## config.mk

```make
export PLATFORM = sky130hd
export DESIGN_NAME = push_pop_button_conditioner
export DESIGN_NICKNAME = d
export VERILOG_FILES = /design/src/rtl/push_pop_button_conditioner.sv
export SDC_FILE = /design/constraint.sdc
export NUM_CORES = 1
export LEC_CHECK = 0
export ABC_AREA = 1
export BUFFER_PORTS_ARGS = -buffer_cell sky130_fd_sc_hd__buf_2
export CAP_MARGIN = 10
export CELL_PAD_IN_SITES_DETAIL_PLACEMENT = 0
export CELL_PAD_IN_SITES_GLOBAL_PLACEMENT = 2
export CORE_MARGIN = 2
export CORE_UTILIZATION = 36
export DETAILED_ROUTE_END_ITERATION = 8
export HOLD_SLACK_MARGIN = 0.02
export PLACE_DENSITY = 0.88
export SYNTH_ARGS = -nofsm -noshare
export SYNTH_HDL_FRONTEND = slang
export SYNTH_SLANG_ARGS = --single-unit
```

## constraint.sdc

```tcl
create_clock -name clk -period 1.6 [get_ports clk]
set_input_delay 0.24 -clock clk [delete_from_list [all_inputs] [get_ports clk]]
set_output_delay 0.24 -clock clk [all_outputs]
set_load 0.05 [all_outputs]
```

## src/rtl/push_pop_button_conditioner.sv

```systemverilog
// Push/pop button front end for the occupancy counter.
// Each raw button is synchronised and debounced, then fed to a repeat FSM
// (press pulse, optional auto-repeat). The output stage turns the two event
// streams into mutually exclusive single-cycle push/pop commands and flags a
// conflict when both events land in the same cycle.
module push_pop_button_conditioner #(
  parameter int unsigned DEBOUNCE_CYCLES = 16,
  parameter int unsigned REPEAT_EN       = 1,
  parameter int unsigned HOLD_CYCLES     = 64,
  parameter int unsigned REPEAT_CYCLES   = 16
) (
  input  logic clk,
  input  logic reset,
  input  logic btn_push_raw,
  input  logic btn_pop_raw,
  output logic push,
  output logic pop,
  output logic conflict,
  output logic push_level,
  output logic pop_level
);

  localparam int unsigned DB_W   = $clog2(DEBOUNCE_CYCLES) + 1;
  localparam int unsigned TM_MAX = (HOLD_CYCLES > REPEAT_CYCLES) ? HOLD_CYCLES : REPEAT_CYCLES;
  localparam int unsigned TM_W   = $clog2(TM_MAX + 1);

  typedef enum logic [1:0] {
    ST_IDLE   = 2'd0,
    ST_HOLD   = 2'd1,
    ST_REPEAT = 2'd2
  } state_t;

  // Channel 0 is push, channel 1 is pop.
  logic [1:0] raw_s;
  logic [1:0] event_s;
  logic [1:0] level_s;

  logic push_r;
  logic pop_r;
  logic conflict_r;

  assign raw_s = {btn_pop_raw, btn_push_raw};

  for (genvar ch = 0; ch < 2; ch++) begin : g_ch
    logic            q1_r;
    logic            q2_r;
    logic            level_r;
    logic [DB_W-1:0] db_cnt_r;
    state_t          state_r;
    state_t          state_nxt_s;
    logic [TM_W-1:0] timer_r;
    logic [TM_W-1:0] timer_nxt_s;
    logic            ev_s;

    // Two-flop synchroniser for the asynchronous button input.
    always_ff @(posedge clk) begin
      if (reset) begin
        q1_r <= 1'b0;
        q2_r <= 1'b0;
      end else begin
        q1_r <= raw_s[ch];
        q2_r <= q1_r;
      end
    end

    // Debounce: accept a new level only after DEBOUNCE_CYCLES consecutive differing samples.
    always_ff @(posedge clk) begin
      if (reset) begin
        db_cnt_r <= {DB_W{1'b0}};
        level_r  <= 1'b0;
      end else if (q2_r != level_r) begin
        if (db_cnt_r == DB_W'(DEBOUNCE_CYCLES - 1)) begin
          level_r  <= ~level_r;
          db_cnt_r <= {DB_W{1'b0}};
        end else begin
          db_cnt_r <= db_cnt_r + DB_W'(1);
        end
      end else begin
        db_cnt_r <= {DB_W{1'b0}};
      end
    end

    // Repeat FSM state and timer registers.
    always_ff @(posedge clk) begin
      if (reset) begin
        state_r <= ST_IDLE;
        timer_r <= {TM_W{1'b0}};
      end else begin
        state_r <= state_nxt_s;
        timer_r <= timer_nxt_s;
      end
    end

    // Repeat FSM next state: press event on level rise, timed repeat events while held.
    always_comb begin
      state_nxt_s = state_r;
      timer_nxt_s = timer_r;
      ev_s        = 1'b0;
      case (state_r)
        ST_IDLE: begin
          if (level_r) begin
            state_nxt_s = ST_HOLD;
            timer_nxt_s = TM_W'(HOLD_CYCLES);
            ev_s        = 1'b1;
          end else begin
            timer_nxt_s = {TM_W{1'b0}};
          end
        end
        ST_HOLD: begin
          if (!level_r) begin
            state_nxt_s = ST_IDLE;
            timer_nxt_s = {TM_W{1'b0}};
          end else if (REPEAT_EN != 32'd0) begin
            if (timer_r == TM_W'(1)) begin
              state_nxt_s = ST_REPEAT;
              timer_nxt_s = TM_W'(REPEAT_CYCLES);
              ev_s        = 1'b1;
            end else begin
              timer_nxt_s = timer_r - TM_W'(1);
            end
          end else begin
            // Single pulse per press: park here until release.
            timer_nxt_s = timer_r;
          end
        end
        ST_REPEAT: begin
          if (!level_r) begin
            state_nxt_s = ST_IDLE;
            timer_nxt_s = {TM_W{1'b0}};
          end else if (timer_r == TM_W'(1)) begin
            timer_nxt_s = TM_W'(REPEAT_CYCLES);
            ev_s        = 1'b1;
          end else begin
            timer_nxt_s = timer_r - TM_W'(1);
          end
        end
        default: begin
          state_nxt_s = ST_IDLE;
          timer_nxt_s = {TM_W{1'b0}};
        end
      endcase
    end

    assign event_s[ch] = ev_s;
    assign level_s[ch] = level_r;
  end

  // Output stage: exclusive push/pop pulses; coincident events are dropped and flagged.
  always_ff @(posedge clk) begin
    if (reset) begin
      push_r     <= 1'b0;
      pop_r      <= 1'b0;
      conflict_r <= 1'b0;
    end else begin
      push_r     <= event_s[0] & ~event_s[1];
      pop_r      <= event_s[1] & ~event_s[0];
      conflict_r <= event_s[0] &  event_s[1];
    end
  end

  assign push       = push_r;
  assign pop        = pop_r;
  assign conflict   = conflict_r;
  assign push_level = level_s[0];
  assign pop_level  = level_s[1];

endmodule

```

# After elaboration in Yosys (flattened, before gate mapping)
# Index checks and enable logic that the tools add are counted.
# totals
wordCells	80
inputBits	4
out_inout_bits	5
ff_bits	37
# op_classes
muxes	26
reduce_logical	10
n_addsub	4
bitwise	9
n_eq_ne	16
# ops
operator	count
2-to-1 mux 7 bit	6
case mux 7 bit (2 select lines)	2
2-to-1 mux 2 bit	8
== test 7 x 1 -> 1 bit, second input constant	2
subtractor 7 x 1 -> 7 bit, second input constant	2
case mux 2 bit (3 select lines)	2
adder 5 x 1 -> 5 bit, second input constant	2
== test 5 x 4 -> 1 bit, second input constant	2
inequality test 2 bit, second input constant	4
2-to-1 mux 1 bit	6
inequality test 3 bit, second input constant	2
NOT 1 bit	6
AND reduction 3 bit	2
OR reduction 3 bit	2
== test 2 x 1 -> 1 bit, second input constant	2
== test 2 bit, second input constant	2
logical NOT 2 bit	2
case mux 1 bit (2 select lines)	2
AND reduction 2 bit	2
OR reduction 2 bit	2
bitwise AND 1 bit	3
inequality test 1 bit	2

# Depth between registers and ports, before layout
# logic_depth
ltp_word	6
ltp_mapped	9
depth_no_buf	9

# Least setup slack after synthesis
# OpenSTA, ideal clock, no wires.
# synth_path
path_kind	reg2reg
startpoint	register g_ch[1].level_r, in the netlist pop_level
endpoint	register g_ch[1].timer_r[6]
stages_incl_launch_ff	9
path_buffers	1
setup_ps	58
slack_ps	270
period_less_slack_ps	1330
arrival_ps	1272
cell_sequence	dfxtp_1 -> buf_6 -> nand2_4 -> inv_2 -> nand2_2 -> clkinv_2 -> nand2_2 -> o21bai_1 -> nand2_1
# synth_between
elab_chain_cells	2
elab_cells_between_ends	3
# synth_lines
element	line	source
start: declaration	47	logic level_r;
start signal: assignment	73	level_r <= ~level_r;
2-to-1 mux 7 bit, on equally long branches	110, 101	
case mux 7 bit (2 select lines) (*)	99	case (state_r)
end signal: assignment	87	timer_r <= {TM_W{1'b0}};
end signal: assignment	90	timer_r <= timer_nxt_s;
end: declaration	51	logic [TM_W-1:0] timer_r;
# Every way passes the cells marked *; elsewhere a longest branch is shown, timed or not.
# A chain may end at the register's enable or synchronous reset.

# Worst setup path in the final report
# layout_path
startpoint	register g_ch[0].level_r, in the netlist push_level
endpoint	output push_level
# layout_rtl
element	line	source
start: declaration	47	
start signal: assignment	73	
end: declaration	19	output logic push_level,
# No word-level cell between the ends.

==> results_dict.tcl <==
set metrics [dict create \
    run_status "finished, final reports clean" \
    sequential_share_of_power_pct 52.4 \
    avgSynthCellArea_um2 7.92 \
    synth_enable_flop_cells 0 \
    flow.area_growth_from_synthesis_pct 11.8 \
    drt-total-wl_mm 2.88 \
    worstPathBufferInverterCount 1 \
    num-fill-cells 552 \
    grt_pass1_wl_mm 5.29 \
    fin_util_pct 41.0 \
    number_of_warning_messages_in_the_yosys_log 0 \
    cts_tree "yes" \
    dieWidth_um 75.5 \
    worst-path-max-fanout 10 \
    slowest_stage "sky130_fd_sc_hd__dfxtp_1" \
    h-tree-depth 2 \
    timing.final.crit_share_pct 88.0 \
    cp-end-kind "output port" \
    switchingPower_mw 0.372 \
    timing.critical_path.required_ns 1.36 \
    worstSkewPairLatency_ns 0.29 \
    root_buffer "sky130_fd_sc_hd__clkbuf_8" \
    yosys.area.top_type "sky130_fd_sc_hd__dfxtp_1" \
    worst-slew-pin-transition_ns 0.366 \
    synth_top_area_share_pct 40.3 \
    crit_type "flop to output port" \
    row_count 26 \
    clock-sinks 37 \
    reg_to_reg_start "g_ch[1].state_r[0]$_SDFFE_PP0P_" \
    grt.total_usage_pct 12.4 \
    hold_start "btn_pop_raw" \
    gp_routability_congestion 0.732 \
    syn-cell-area_um2 1840 \
    peakVddDrop_mv 0.606 \
    post-route-drc-count 0 \
    drt-pass1-iter-count 4 \
    leakage_nw 0.991 \
    route.antenna.remaining_nets 0 \
    setup_viol 0 \
    drt-initial-drc-count 28 \
    synth_area_leaders "sky130_fd_sc_hd__dfxtp_1 (40%), sky130_fd_sc_hd__ha_1 (11%), sky130_fd_sc_hd__nor2_1 (9.2%), sky130_fd_sc_hd__inv_1 (7.1%), sky130_fd_sc_hd__nand2_1 (6.9%)" \
    hold-path-cell-count 3 \
    switching_share_pct 21.0 \
    leading_cell_type_in_the_layout_fill_and_taps_excluded "sky130_fd_sc_hd__nor2_1" \
    synth-seq-cells 37 \
    initial_antenna_violation_count 0 \
    netlist_instances 232 \
    maxSlewViolCount 0 \
    max-clock-path-buffers 2 \
    core-area_um2 5010 \
    net_count_after_synthesis 252 \
    initial_core_util_pct 36.7 \
    drt-wirelength-per-cell_um 9.11 \
    cp_data_arrival_time_ns 1.17 \
    hold_buffer_count_at_cts 0 \
    diode_insertion_count_for_antenna_repair 0 \
    sum_of_negative_setup_slack_ns 0 \
    ctsResizeCount 0 \
    finalNetCount 265 \
    worst_path_largest_cell_delay_ns 0.54 \
    share_clk_of_total_power_pct 46.1 \
    worstPathCellList "buf_2" \
    floorplan_die_height_um 75.5 \
    grt_remaining_overflow 0 \
    slew_headroom_pct 75.6 \
    hold_violations 0 \
    ff2ff_setup_slack_ns 0.20 \
    worstSetupStartpointType "flop" \
    period_minus_slack_ns 1.41 \
    grt_start_max_net_pins 14 \
    avgViaCountPerCell 4.15 \
    cell_internal_power_dissipation_mw 1.40 \
    total_vias_in_the_final_route 1311 \
    post_cts.repair.setup_buffers 0 \
    achievable-frequency_mhz 710 \
    detailed_place_hpwl_mm 2.18 \
    synth.yosys.seq_area_share_pct 40.3 \
    grt_pass1_vias 1263 \
    worstHoldPathType "input pin to flop" \
    path_delay_family "flip-flops" \
    clock_skew_ns 0.00304 \
    count_of_max_cap_constraint_violations 0 \
    combinational_power_share_pct 1.5 \
    grt_setup_unrepaired "false" \
    die_area_um2 5690 \
    reg2regPathDepth 9 \
    top_level_ports 9 \
    number_of_i_o_port_buffers 8 \
    synth_async_sr_flop_share_pct 0 \
    yosysUniqueCellTypes 27 \
    cts_inserted_buffers 5 \
    dominantRegCellSynth "sky130_fd_sc_hd__dfxtp_1" \
    cts.clk_slew.worst_paths_ns 0.08 \
    layout-drive-gt1-share_pct 16.7 \
    most-common-layout-cells "sky130_fd_sc_hd__nor2_1 (45), sky130_fd_sc_hd__dfxtp_1 (37), sky130_fd_sc_hd__inv_1 (35)" \
    power.density_nw_per_um2 864 \
    worst_r2r_endpoint "g_ch[1].timer_r[6]$_SDFF_PP0_" \
    whs_endpoint "g_ch[1].q1_r$_SDFF_PP0_" \
]
state kept, by name, summed over array words and instances (netlist names):
signal and cells:
pop 1, g_ch.timer_r 14, push_level 1, g_ch.state_r 4
g_ch.q1_r 2, g_ch.db_cnt_r 10, push 1, pop_level 1
conflict 1, g_ch.q2_r 2
worst max path at each step:
| stage | cells after the start | start | end | slack (ns) |
|---|---|---|---|---|
| after floorplan | 8 | pop_level$_SDFFE_PP0P_ | g_ch[1].timer_r[6]$_SDFF_PP0_ | 0.27 |
| after global placement | 9 | g_ch[1].state_r[0]$_SDFFE_PP0P_ | g_ch[1].timer_r[6]$_SDFF_PP0_ | 0.25 |
| after detailed placement | 9 | g_ch[1].state_r[0]$_SDFFE_PP0P_ | g_ch[1].timer_r[6]$_SDFF_PP0_ | 0.22 |
| after CTS | 1 | push_level$_SDFFE_PP0P_ | push_level | 0.16 |
| after global routing | 8 | g_ch[0].state_r[1]$_SDFFE_PP0P_ | conflict$_SDFF_PP0_ | 0.07 |
| final | 1 | push_level$_SDFFE_PP0P_ | push_level | 0.19 |
power by group through the flow:
stage	Combinational (mW)	Clock, mW	Sequential (mW)
finish	0.0275	0.817	0.930
global route	0.0324	0.894	0.931
floorplan	0.0229	0	0.951
detailed placement	0.0284	0	0.952
global placement	0.0282	0	0.952
CTS	0.0283	0.856	0.930
cell type report:
class	count	area, µm²	share of cell area (%)
repair buffers	9	47.5	2.31
clock inverters	3	46.3	2.25
clock buffers	5	68.8	3.35
multi-input cells	153	913	44.5
well taps	70	87.6	4.26
inverters	39	150	7.31
flip-flops and latches	37	741	36.1
worst register-to-register path, delay by kind of cell (launching register included):
kind / cells / cell delay [ns]
buffers and inverters: 3 / 0.18
AOI/OAI and AO/OA: 1 / 0.11
adders and majority gates: 1 / 0.33
DFF: 1 / 0.38
and+or+nand+nor: 4 / 0.28
synth_stat cells (2+ instances only):
cell and instances:
sky130_fd_sc_hd__ha_1 16, sky130_fd_sc_hd__nand2_1 34, sky130_fd_sc_hd__nand4_1 4, sky130_fd_sc_hd__nand3_2 2
sky130_fd_sc_hd__nor2_4 3, sky130_fd_sc_hd__nor3_1 2, sky130_fd_sc_hd__buf_6 3, sky130_fd_sc_hd__nand2_2 5
sky130_fd_sc_hd__nor2_1 45, sky130_fd_sc_hd__o21ai_0 4, sky130_fd_sc_hd__o211ai_2 2, sky130_fd_sc_hd__dfxtp_1 37
sky130_fd_sc_hd__xor2_1 2, sky130_fd_sc_hd__xnor2_1 4, sky130_fd_sc_hd__nand3_1 10, sky130_fd_sc_hd__nor2_2 2
sky130_fd_sc_hd__inv_1 35, sky130_fd_sc_hd__clkinv_2 3, sky130_fd_sc_hd__a21oi_1 10, sky130_fd_sc_hd__nor3b_2 2
per-stage QoR:
step           setup slack [ns]  instances  cell area, µm²  hold slack, ns  total power [mW]
2_1_floorplan             0.270        232            1840           0.347             0.974
3_3_place_gp              0.253        308            1940           0.389             0.980
3_5_place_dp              0.224        308            1940           0.396             0.980
4_1_cts                   0.158        316            2050           0.137              1.81
5_1_grt                  0.0683        316            2050           0.131              1.86
6_report                  0.192        316            2050           0.148              1.77
per-layer routing:
layer	wire length [µm]	up-vias	part of all wire [%]	global-route usage [%]
li1	-	740	-	-
met1	1480	555	51	15.1
met2	1270	12	44	20.1
met3	93	4	3.2	3.97
met4	36	0	1.3	5.26
met5	0	-	0	0
kinds of logic (layout without fill, tap and decap cells):
group	count (synthesis)	after routing	synth area share, %
buf+inv	42	56	10.0
flops	37	37	40.3
simple gates	112	112	29.0
compound gates	19	19	6.94
fa+ha+maj	16	16	10.9
xor+xnor	6	6	2.86
(Power assumes the default switching activity.)
